==> src/rtl/mac_result_fifo_if.sv <==
// Bus bundle between the MAC result FIFO and its surroundings.
// The slave modport is the FIFO's view; the master modport is the MAC/consumer side.
interface mac_result_fifo_if #(
  parameter int WIDTH = 32,
  parameter int DEPTH = 4,
  parameter int CNT_W = 8
);
  logic                     in_valid;
  logic [WIDTH-1:0]         in_data;
  logic                     m_valid;
  logic [WIDTH-1:0]         m_data;
  logic                     m_ready;
  logic [$clog2(DEPTH):0]   level;
  logic                     full;
  logic                     empty;
  logic [CNT_W-1:0]         drop_cnt;

  modport slave (
    input  in_valid, in_data, m_ready,
    output m_valid, m_data, level, full, empty, drop_cnt
  );

  modport master (
    output in_valid, in_data, m_ready,
    input  m_valid, m_data, level, full, empty, drop_cnt
  );
endinterface

==> src/rtl/mac_result_fifo.sv <==
// First-word-fall-through FIFO that buffers MAC results. The MAC cannot be stalled,
// so a word arriving while the FIFO is full and not draining is dropped and counted.
module mac_result_fifo #(
  parameter int WIDTH = 32,
  parameter int DEPTH = 4,
  parameter int CNT_W = 8
) (
  input logic clk,
  input logic rst,
  mac_result_fifo_if.slave bus
);
  localparam int PTR_W = $clog2(DEPTH);
  localparam int LVL_W = PTR_W + 1;

  logic [PTR_W-1:0] rd_ptr_q, rd_ptr_d;
  logic [PTR_W-1:0] wr_ptr_q, wr_ptr_d;
  logic [LVL_W-1:0] level_q, level_d;
  logic [CNT_W-1:0] drop_cnt_q, drop_cnt_d;
  logic [WIDTH-1:0] mem_q [DEPTH];
  logic [WIDTH-1:0] mem_d [DEPTH];

  logic full_w;
  logic empty_w;
  logic pop;
  logic push;
  logic drop;

  // Status comes from the level count alone; equal pointers are ambiguous.
  assign full_w  = (level_q == LVL_W'(DEPTH));
  assign empty_w = (level_q == '0);

  assign pop  = !empty_w && bus.m_ready;
  assign push = bus.in_valid && (!full_w || pop);
  assign drop = bus.in_valid && full_w && !pop;

  always_comb begin
    mem_d      = mem_q;
    wr_ptr_d   = wr_ptr_q;
    rd_ptr_d   = rd_ptr_q;
    level_d    = level_q;
    drop_cnt_d = drop_cnt_q;

    if (push) begin
      mem_d[wr_ptr_q] = bus.in_data;
      wr_ptr_d        = wr_ptr_q + PTR_W'(1);
    end

    if (pop) begin
      rd_ptr_d = rd_ptr_q + PTR_W'(1);
    end

    case ({push, pop})
      2'b10:   level_d = level_q + LVL_W'(1);
      2'b01:   level_d = level_q - LVL_W'(1);
      default: level_d = level_q;
    endcase

    if (drop && (drop_cnt_q != '1)) begin
      drop_cnt_d = drop_cnt_q + CNT_W'(1);
    end
  end

  always_ff @(posedge clk or posedge rst) begin
    if (rst) begin
      rd_ptr_q   <= '0;
      wr_ptr_q   <= '0;
      level_q    <= '0;
      drop_cnt_q <= '0;
    end else begin
      rd_ptr_q   <= rd_ptr_d;
      wr_ptr_q   <= wr_ptr_d;
      level_q    <= level_d;
      drop_cnt_q <= drop_cnt_d;
    end
  end

  // Storage is deliberately left out of reset; level gates what is visible.
  always_ff @(posedge clk) begin
    mem_q <= mem_d;
  end

  assign bus.m_valid  = !empty_w;
  assign bus.m_data   = empty_w ? '0 : mem_q[rd_ptr_q];
  assign bus.level    = level_q;
  assign bus.full     = full_w;
  assign bus.empty    = empty_w;
  assign bus.drop_cnt = drop_cnt_q;
endmodule

==> src/flat_wrapper.sv <==
// flat-port wrapper written by rule: the top's interface ports become plain ports
module mac_result_fifo_flat 
#(
  parameter int WIDTH = 32,
  parameter int DEPTH = 4,
  parameter int CNT_W = 8
)
  (clk, rst, bus_in_valid, bus_in_data, bus_m_ready, bus_m_valid, bus_m_data, bus_level, bus_full, bus_empty, bus_drop_cnt);
  mac_result_fifo_if #(.WIDTH(WIDTH), .DEPTH(DEPTH), .CNT_W(CNT_W)) bus_i ();
  input logic clk;
  input logic rst;
  input wire logic [$bits(bus_i.in_valid)-1:0] bus_in_valid;
  input wire logic [$bits(bus_i.in_data)-1:0] bus_in_data;
  input wire logic [$bits(bus_i.m_ready)-1:0] bus_m_ready;
  output wire logic [$bits(bus_i.m_valid)-1:0] bus_m_valid;
  output wire logic [$bits(bus_i.m_data)-1:0] bus_m_data;
  output wire logic [$bits(bus_i.level)-1:0] bus_level;
  output wire logic [$bits(bus_i.full)-1:0] bus_full;
  output wire logic [$bits(bus_i.empty)-1:0] bus_empty;
  output wire logic [$bits(bus_i.drop_cnt)-1:0] bus_drop_cnt;
  assign bus_i.in_valid = bus_in_valid;
  assign bus_i.in_data = bus_in_data;
  assign bus_i.m_ready = bus_m_ready;
  assign bus_m_valid = bus_i.m_valid;
  assign bus_m_data = bus_i.m_data;
  assign bus_level = bus_i.level;
  assign bus_full = bus_i.full;
  assign bus_empty = bus_i.empty;
  assign bus_drop_cnt = bus_i.drop_cnt;
  mac_result_fifo #(.WIDTH(WIDTH), .DEPTH(DEPTH), .CNT_W(CNT_W)) u_core (.clk(clk), .rst(rst), .bus(bus_i));
endmodule
==> config.mk <==
export PLATFORM = sky130hd
export DESIGN_NAME = mac_result_fifo_flat
export DESIGN_NICKNAME = d
export VERILOG_FILES = /design/src/rtl/mac_result_fifo_if.sv /design/src/rtl/mac_result_fifo.sv /design/src/flat_wrapper.sv
export SDC_FILE = /design/constraint.sdc
export NUM_CORES = 1
export LEC_CHECK = 0
export CAP_MARGIN = 5
export CELL_PAD_IN_SITES_DETAIL_PLACEMENT = 1
export CELL_PAD_IN_SITES_GLOBAL_PLACEMENT = 2
export CORE_MARGIN = 2
export CORE_UTILIZATION = 42
export DETAILED_ROUTE_END_ITERATION = 6
export DONT_BUFFER_PORTS = 1
export PLACE_DENSITY_LB_ADDON = 0.1
export SYNTH_ARGS = -nofsm -noshare
export SYNTH_HDL_FRONTEND = slang
export SYNTH_SLANG_ARGS = --single-unit
==> constraint.sdc <==
create_clock -name clk -period 2.1 [get_ports clk]
set_input_delay 0.21 -clock clk [delete_from_list [all_inputs] [get_ports clk]]
set_output_delay 0.21 -clock clk [all_outputs]
set_load 0.01 [all_outputs]
# Word level (Yosys, flattened, before mapping)
# Cells that the tools add are included.
op_classes:
  eq_ne: 4
  mux: 8
  n_lt_le_gt_ge: 3
  n_bitwise: 2
  n_reduce_logical: 12
  addsub: 5
op_table:
  columns: ["operator", "count"]
  rows:
  - ["128-bit bitwise mux", 1]
  - ["32-bit 2-to-1 mux", 4]
  - ["32-bit binary-select mux with 2-bit select", 1]
  - ["32-bit demux with 2-bit select", 1]
  - ["8-bit by 1-bit adder with 8-bit output, second input constant", 1]
  - ["8-bit inequality test, second input constant", 1]
  - ["3-bit greater-or-equal comparator, second input constant", 2]
  - ["1-bit logical AND", 6]
  - ["2-bit inverter with 3-bit output", 2]
  - ["3-bit case mux with 2 select lines", 1]
  - ["2-bit by 1-bit adder with 2-bit output, second input constant", 2]
  - ["3-bit by 1-bit adder with 3-bit output, second input constant", 1]
  - ["3-bit equality test, second input constant", 1]
  - ["1-bit zero test", 3]
  - ["3-bit zero test", 1]
  - ["3-bit by 1-bit less-than comparator with 1-bit output, second input constant", 1]
  - ["3-bit by 1-bit subtractor with 3-bit output, second input constant", 1]
  - ["2-bit by 1-bit equality test with 1-bit output, second input constant", 1]
  - ["2-bit equality test, second input constant", 1]
  - ["2-bit nonzero test", 1]
  - ["1-bit logical OR", 1]
totals:
  register_bits: 143
  elab_cells: 42
  input_bits: 36
  output_inout_bits: 46

# Depth between registers and ports, before layout
# Gate-level depths: netlist of the first run.
logic_depth:
  word_depth: 7
  depth_mapped: 8
  mapped_depth_nobuf: 7

# Least setup slack after synthesis of the first run
# OpenSTA, ideal clock, no wires.
synth_path:
  kind: "register to register"
  start: "register u_core.level_q[2], in the netlist u_core.bus.level[2]"
  end: "register u_core.mem_q[0] in the netlist's numbering (enable)"
  synth_period_minus_slack_ns: 2.161
  path_buffers: 0
  setup_ns: 0.392
  setup_slack_ns: -0.061
  path_stages_with_launch: 4
  arrival_ns: 1.769
  required_ns: 1.708
  path_cell_list: "dfrtp_1 nor4b_4 nor2b_1 and2_1"
synth_via:
  elab_chain_len: 5
  word_cells_on_any_way: 7
  cone_classes: "eq/ne: 1; reduce/logical: 6"
synth_lines:
  columns: ["item", "line_no", "source"]
  rows:
  - ["from (decl)", "mac_result_fifo.sv:17", "logic [LVL_W-1:0] level_q, level_d;"]
  - ["from (signal assigned)", "mac_result_fifo.sv:72", "level_q <= level_d;"]
  - ["3-bit zero test", "mac_result_fifo.sv:30", "assign empty_w = (level_q == '0);"]
  - ["1-bit zero test", "mac_result_fifo.sv:32", "assign pop = !empty_w && bus.m_ready;"]
  - ["1-bit logical AND", "mac_result_fifo.sv:32", null]
  - ["1-bit logical OR (*)", "mac_result_fifo.sv:33", "assign push = bus.in_valid && (!full_w || pop);"]
  - ["1-bit logical AND (*)", "mac_result_fifo.sv:33", null]
  - ["to (signal assigned)", "mac_result_fifo.sv:79", "mem_q <= mem_d;"]
  - ["to (decl)", "mac_result_fifo.sv:19", "logic [WIDTH-1:0] mem_q [DEPTH];"]
# Mark *: on every way between the ends. The rest lies on a longest branch, timed or not.
# A chain may end at the register's enable or synchronous reset.

# Final worst setup path of the first run
layout_path:
  start: "register u_core.rd_ptr_q[0]"
  end: "output bus_m_data[1]"
layout_via:
  elab_chain_len: 5
layout_lines:
  columns: ["item", "line_no", "source"]
  rows:
  - ["from (decl)", "mac_result_fifo.sv:15", "logic [PTR_W-1:0] rd_ptr_q, rd_ptr_d;"]
  - ["from (signal assigned)", "mac_result_fifo.sv:70", "rd_ptr_q <= rd_ptr_d;"]
  - ["2-bit inverter with 3-bit output (not written as such)", "mac_result_fifo.sv:83", "assign bus.m_data = empty_w ? '0 : mem_q[rd_ptr_q];"]
  - ["32-bit binary-select mux with 2-bit select", "mac_result_fifo.sv:83", null]
  - ["32-bit 2-to-1 mux (not written as such) (2 in series)", "mac_result_fifo.sv:83", null]
  - ["32-bit 2-to-1 mux", "mac_result_fifo.sv:83", null]
  - ["to (decl)", "flat_wrapper.sv:16", "output wire logic [$bits(bus_i.m_data)-1:0] bus_m_data;"]
# No other way between the ends. The select of a mux whose other input is x is not followed.

==> metrics.log, run 1 <==
INFO  metric outcome = finished, final reports clean
INFO  metric final_total_negative_setup_slack = 0 ns
INFO  metric share_of_flip_flops_with_an_asynchronous_set_or_reset_after_synthesis = 0.105
INFO  metric die_h = 121 um
INFO  metric worst-endpoint-arrival = 1.80 ns
INFO  metric largest_net_degree_at_the_start_of_global_routing = 36
INFO  metric overall_die_width = 121 um
INFO  metric postCtsSetupBuffers = 0
INFO  metric dp_cells = 477
INFO  metric layout-area-overhead-vs-synth = 22.9%
INFO  metric antenna-diode-count = 0
INFO  metric regToRegEndpoint = u_core.bus.level[1]$_DFFE_PP0P_
INFO  metric rsz0062_at_grt = false
INFO  metric final.period_utilization = 0.959
INFO  metric hold_viol_final = 0
INFO  metric design.portCount = 82
INFO  metric wirelength = 11100 um
INFO  metric worst_skew_pair.late_latency = 0.42 ns
INFO  metric net_switching_power_of_the_design = 2.98 mW
INFO  metric routed_wire_length_per_instance = 20.4 um
INFO  metric syn_nets = 343
INFO  metric worst_hold_slack = 0.0443 ns
INFO  metric timing.hold.worst_endpoint = u_core.bus.drop_cnt[4]$_DFFE_PP0P_
INFO  metric worst_ir_drop_vdd = 0.686 mV
INFO  metric synth.yosys.warnings = 0
INFO  metric gr_peak_layer = met2
INFO  metric achievable-frequency = 496 MHz
INFO  metric worstSetupEndpointType = primary output
INFO  metric syn-instance-count = 301
INFO  metric p_leak = 2.42 nW
INFO  metric clk_root_buffer_cell = clkbuf_16
INFO  metric pwr_density_cell = 1400 nW/um^2
INFO  metric timing.critical_path.required = 1.89 ns
INFO  metric worst_r2r_startpoint = u_core.bus.level[1]$_DFFE_PP0P_
INFO  metric synth_edf_count = 128
INFO  metric syn_area_per_cell = 19.2 um^2
INFO  metric detail_route.iter0.violations = 159
INFO  metric first_global_vias = 3151
INFO  metric global_routing_usage_on_met3 = 0.0611
INFO  metric post-route-drc-count = 0
INFO  metric portBuffers = 0
INFO  metric share_of_power_burned_in_the_clock_network = 0.284
INFO  metric place.detailed.hpwl = 6740 um
INFO  metric hold_path_class = input pin to flop
INFO  metric placement.setup.worst_slack = 0.106 ns
INFO  metric layout.cell_area.non_filler = 7100 um^2
INFO  metric floorplan.die_area = 14700 um^2
INFO  metric clockBufferDepth = 2
INFO  metric drv_cap = 0
INFO  metric gp_weighted_congestion = 0.743
INFO  metric detail-route-antenna-nets = 0
INFO  metric ys_seq_area_frac = 0.731
INFO  metric worstPathMaxFanout = 14
INFO  metric antenna_found_initial = 0
INFO  metric tritoncts = built
INFO  metric finalNonFillerCells = 545
INFO  metric post_synth_instance_area = 5770 um^2
INFO  metric clkTransAtPathRegs = 0.06 ns
INFO  metric globalRouteMet1Util = 0.199
INFO  metric cellInternalPower = 6.93 mW
INFO  metric slew_headroom = 0.584
INFO  metric wire_length_of_the_first_global_routing_pass = 17300 um
INFO  metric final.min_clock_period = 2.01 ns
INFO  metric yosys.cell_types.count = 38
INFO  metric rows = 42
INFO  metric grt_use_total = 0.164
INFO  metric worstSetupPathType = flop to primary output
INFO  metric global_route.overflow_total = 0
INFO  metric whs_path_depth = 3
INFO  metric worstSetupStartpointType = flop
INFO  metric comb_power_share = 0.313
INFO  metric cts_buffers = 17
INFO  metric vias = 2825
INFO  metric drtPass1Iterations = 4
INFO  metric worst_slack = 0.0855 ns
INFO  metric skew = 0.00963 ns
INFO  metric avgViaCountPerCell = 5.18
INFO  metric finalSetupViolations = 0
INFO  metric part_of_the_total_power_dissipated_in_sequential_elements = 0.404
INFO  metric clock-sinks = 143
INFO  metric final_util = 0.532
INFO  metric worstMarginPinSlew = 0.623 ns
INFO  metric switching_share = 0.301
INFO  metric final_max_slew_viol_count = 0
INFO  metric floorplan.initialDensity = 0.433
INFO  metric m2_gr_usage = 0.269
INFO  metric reg2regPathDepth = 7
INFO  metric r2r_setup_slk = 0.13 ns
INFO  metric placeableCoreArea = 13300 um^2
INFO  metric final_layout_size_suffix_gt1_frac = 0.238
INFO  metric synth.ff_latch_count = 143
INFO  metric design.final.nets = 398
INFO  metric cts_max_level = 4
INFO  metric total_power = 9.92 mW
INFO  metric ys.flop_type = edfxtp_1
INFO  metric worstHoldStart = bus_in_valid
INFO  metric post_dp_cell_area = 6170 um^2
kinds of logic after synthesis:
logic type      share of synthesized area
compound gates                     0.0199
xor+xnor                           0.0121
fa+ha+maj                          0.0143
buf+inv                            0.0186
flops                               0.731
mux                                 0.133
simple gates                       0.0715
power groups by stage:
stage | combinational [mW] | clock, mW | sequential, mW
CTS | 3.14 | 2.86 | 4.00
global route | 3.40 | 2.99 | 4.06
global placement | 3.02 | 0 | 4.01
floorplan | 2.21 | 0 | 3.97
finish | 3.10 | 2.81 | 4.00
detailed placement | 3.05 | 0 | 4.05
cell usage in the layout (no fill, tap or decap), types with 3 or more instances in the layout:
master         netlist  routed
nand3_1              4       4
clkbuf_16            0      18
nand2_1              6       5
dlygate4sd3_1        0      35
clkinv_2             0       4
inv_1                8       8
edfxtp_1           128     128
o21ai_0              4       3
mux4_2              32      32
nor2_1               7       7
dfrtp_2              0       4
a21oi_1              4       4
ha_1                 5       5
dfrtp_1             15      10
xor2_1               4       4
buf_4                2       5
and2_2               0       4
buf_12               0      10
xnor2_1              4       4
and2_1              39      35
clkinv_1             0       5
sequential cells by signal (all words and copies together) (netlist names):
name,cells
u_core.mem_q,128
u_core.bus.level,3
u_core.wr_ptr_q,2
u_core.rd_ptr_q,2
u_core.bus.drop_cnt,8
synthesized netlist by cell type, drive strengths merged, types with 5 or more instances:
cell,n,share of area
ha,5,0.011
nand2,6,0.0039
dfrtp,15,0.065
and2,39,0.042
edfxtp,128,0.67
nor2,7,0.0046
mux4,32,0.12
buf,8,0.0089
clkbuf,7,0.0046
inv,8,0.0052
cell type report:
| cell class | instances | area (um^2) |
|---|---|---|
| Clock buffer | 18 | 429 |
| Clock inverter | 14 | 124 |
| Fill cell | 1245 | 6250 |
| Inverter | 8 | 30.0 |
| Multi-Input combinational cell | 135 | 1460 |
| Sequential cell | 143 | 4230 |
| Tap cell | 176 | 220 |
| Timing Repair Buffer | 51 | 613 |
critical path: stages, from the launching register on:
cell     delay [ns]
dfrtp_2        0.43
buf_12         0.20
mux4_2         0.54
and2_1         0.21
routing by layer:
metal | vias up | routed length (um)
met5 | - | 0
met4 | 0 | 122
met3 | 10 | 618
met2 | 63 | 5600
met1 | 1471 | 4780
li1 | 1281 | -
worst max-delay path by stage:
stage	depth (start not counted)	end	from
5_1_grt	3	bus_m_data[2]	u_core.rd_ptr_q[0]$_DFFE_PP0N_
4_1_cts	3	bus_m_data[1]	u_core.rd_ptr_q[1]$_DFFE_PP0N_
6_report	3	bus_m_data[1]	u_core.rd_ptr_q[0]$_DFFE_PP0N_
2_1_floorplan	8	u_core.bus.level[1]$_DFFE_PP0P_	u_core.bus.level[1]$_DFFE_PP0P_
3_5_place_dp	7	u_core.bus.level[1]$_DFFE_PP0P_	u_core.bus.level[1]$_DFFE_PP0P_
3_3_place_gp	7	u_core.bus.level[1]$_DFFE_PP0P_	u_core.bus.level[1]$_DFFE_PP0P_
repair_timing:
| action | in CTS | in global routing |
|---|---|---|
| endpoints found under the hold margin | 146 | 0 |
| setup endpoints to repair | 0 | 18 |
| hold buffers | 35 | 0 |
| resized for setup | 0 | 3 |
Power figures use the tool's default switching activity.
==> run 2: changes to the inputs <==
- CORE_MARGIN: 2 -> 10
==> run 2 against run 1 <==
Worst setup slack worse by 0.030 ns. Sequential power down 1%. Sequential share of layout area is 0.11 points higher. Die area increased by 28%. Cell area down 0.25%. Non-clock buffer count did not move. Via count down 0.96%. Combinational power increased by 2%. Cell count shrank 0.18%. Global-route usage shrank 3.6 points. Register-to-register slack got worse by 0.06 ns. Highest routed layer unchanged.
==> metrics.log, run 2 (synthesis results as in run 1) <==
INFO  metric rows = 42 (unchanged)
INFO  metric pwr_density_cell = 1410 nW/um^2 (+1.0%)
INFO  metric final_common_cell = edfxtp_1
INFO  metric reg2regPathDepth = 7 (unchanged)
INFO  metric antenna-diode-count = 0 (unchanged)
INFO  metric detail_route.iter0.violations = 121 (-24%)
INFO  metric cts_max_level = 4 (unchanged)
INFO  metric critical_path_buf_inv_count = 1 (unchanged)
INFO  metric largest_register = u_core.mem_q
INFO  metric cts_buffers = 17 (unchanged)
INFO  metric worstPathMaxFanout = 13 (-1)
INFO  metric slew_headroom = 0.562 (-0.0221)
INFO  metric global_route.overflow_total = 0 (unchanged)
INFO  metric detail-route-antenna-nets = 0 (unchanged)
INFO  metric routed_wire_length_per_instance = 21.1 um (+3.5%)
INFO  metric drv_cap = 0 (unchanged)
INFO  metric postCtsSetupBuffers = 0 (unchanged)
INFO  metric worst-endpoint-arrival = 1.83 ns (+0.03 ns)
INFO  metric vias = 2798 (-0.96%)
INFO  metric clockBufferDepth = 2 (unchanged)
INFO  metric layout.cell_area.non_filler = 7080 um^2 (-0.25%)
INFO  metric p_leak = 2.42 nW (+0.10%)
INFO  metric hold_viol_final = 0 (unchanged)
INFO  metric worst_skew_pair.late_latency = 0.41 ns (about the same)
INFO  metric first_global_vias = 3108 (-1.4%)
INFO  metric placeableCoreArea = 13300 um^2 (unchanged)
INFO  metric final_total_negative_setup_slack = 0 ns (unchanged)
INFO  metric clkTransAtPathRegs = 0.05 ns (about the same)
INFO  metric most-common-layout-cells = 128 x edfxtp_1, 34 x dlygate4sd3_1, 33 x and2_1, 32 x mux4_2, 18 x clkbuf_16
INFO  metric drtPass1Iterations = 4 (unchanged)
INFO  metric avgViaCountPerCell = 5.14 (-0.77%)
INFO  metric overall_die_width = 137 um (+13%)
INFO  metric critical-path-top-delay-family = multiplexers
INFO  metric wirelength = 11500 um (+3.3%)
INFO  metric worst_ir_drop_vdd = 0.565 mV (-18%)
INFO  metric clk_root_buffer_cell = clkbuf_16
INFO  metric portBuffers = 0 (unchanged)
INFO  metric finalNonFillerCells = 544 (-0.18%)
INFO  metric clock-sinks = 143 (unchanged)
INFO  metric final_layout_size_suffix_gt1_frac = 0.239 (+0.000648)
INFO  metric dp_cells = 478 (+0.21%)
INFO  metric worstSetupEndpointType = primary output
INFO  metric floorplan.die_area = 18800 um^2 (+28%)
INFO  metric die_h = 137 um (+13%)
INFO  metric achievable-frequency = 489 MHz (-1.4%)
INFO  metric critical_path_depth = 3 (unchanged)
INFO  metric layout-area-overhead-vs-synth = 22.6%
INFO  metric worstSetupPathType = flop to primary output
INFO  metric finalSetupViolations = 0 (unchanged)
INFO  metric timing.critical_path.required = 1.89 ns (about the same)
INFO  metric final.period_utilization = 0.973 (+0.0141)
INFO  metric total_power = 9.99 mW (+0.75%)
INFO  metric skew = 0.00913 ns (-0.000498 ns)
INFO  metric worstSetupStartpointType = flop
INFO  metric design.final.nets = 398 (unchanged)
INFO  metric post-route-drc-count = 0 (unchanged)
INFO  metric hold_path_class = input pin to flop
INFO  metric place.detailed.hpwl = 7360 um (+9.3%)
INFO  metric floorplan.initialDensity = 0.433 (unchanged)
INFO  metric final_util = 0.531 (-0.00131)
INFO  metric final_max_slew_viol_count = 0 (unchanged)
INFO  metric crit_chain = clkbuf_16 -> mux4_2 -> and2_1
INFO  metric whs_path_depth = 2 (-1)
INFO  metric largest_net_degree_at_the_start_of_global_routing = 36 (unchanged)
INFO  metric largest_reg_flops = 128 (unchanged)
INFO  metric max_stage_delay = 0.51 ns (-0.03 ns)
INFO  metric wire_length_of_the_first_global_routing_pass = 17700 um (+2.5%)
INFO  metric design.portCount = 82 (unchanged)
INFO  metric outcome = finished, final reports clean
INFO  metric antenna_found_initial = 0 (unchanged)
INFO  metric grt_use_total = 0.128 (-0.0356)
INFO  metric worstMarginPinSlew = 0.657 ns (+0.0332 ns)
INFO  metric tritoncts = built
INFO  metric gp_weighted_congestion = 0.701 (-5.5%)
INFO  metric post_dp_cell_area = 6150 um^2 (-0.28%)
INFO  metric final.min_clock_period = 2.04 ns (+0.0296 ns)
INFO  metric critPathSlowestCell = mux4_2
-- run 2: cell count changes in the layout (fill, tap and decap cells not counted), moves of 2 or more --
cell,previous run,this run
clkbuf_1,1,4
and2_4,0,2
buf_12,10,8
and2_1,35,33
buf_4,5,8
-- run 2: per-layer routing --
metal  vias up  wire length (um)  track usage  share of wire
met5         -                 0            0              0
met4         0               152       0.0492          0.013
met3        17               751       0.0510          0.065
met2        62              5890        0.209           0.51
met1      1433              4700        0.149           0.41
li1       1286                 -            -              -
-- run 2: worst paths after layout --
kind	start	end	slack [ns]
setup / recovery	u_core.rd_ptr_q[0]$_DFFE_PP0N_	bus_m_data[8]	0.06
hold / removal	bus_m_ready	u_core.bus.level[2]$_DFFE_PP0P_	0.02
setup reg to reg	u_core.bus.level[1]$_DFFE_PP0P_	u_core.bus.level[1]$_DFFE_PP0P_	0.07
min in group asynchronous	rst	u_core.bus.drop_cnt[4]$_DFFE_PP0P_	0.33
max in group asynchronous	rst	u_core.bus.level[2]$_DFFE_PP0P_	1.30
hold reg to reg	u_core.bus.drop_cnt[4]$_DFFE_PP0P_	u_core.bus.drop_cnt[4]$_DFFE_PP0P_	0.58
-- run 2: final cells by class --
cell class | instances | area (um^2)
fillers | 1232 | 6270
flip-flops and latches | 143 | 4230
multi-input cells | 135 | 1460
repair buffers | 51 | 586
clock buffers | 21 | 440
well taps | 176 | 220
clock inverters | 10 | 120
inverters | 8 | 30.0
-- run 2: worst register-to-register path, delay by kind of cell (launching register included) --
family / cells / cell delay [ns]
AOI/OAI and AO/OA: 3 / 0.50
adders and majority gates: 1 / 0.43
DFF: 1 / 0.39
and+or+nand+nor: 3 / 0.63
-- run 2: per-stage QoR --
step | hold WS [ns] | worst slack (ns)
CTS | 0.00397 | 0.00253
floorplan | 0.111 | 0.0156
finish | 0.0151 | 0.0559
detailed placement | 0.222 | 0.100
global placement | 0.228 | 0.155
global route | 0.00156 | -0.0107
-- run 2: repair_timing --
| item | 4_1_cts | 5_1_grt |
|---|---|---|
| endpoints found under the hold margin | 145 | 0 |
| gates resized for setup | 1 | 3 |
| cloned | 0 | 1 |
| setup endpoints to repair | 1 | 11 |
| hold buffers | 34 | 0 |
-- run 2: where the power goes --
group | internal, mW | total, mW | switching (mW)
Combinational | 1.49 | 3.16 | 1.67
Clock | 1.83 | 2.88 | 1.04
Sequential | 3.74 | 3.95 | 0.218
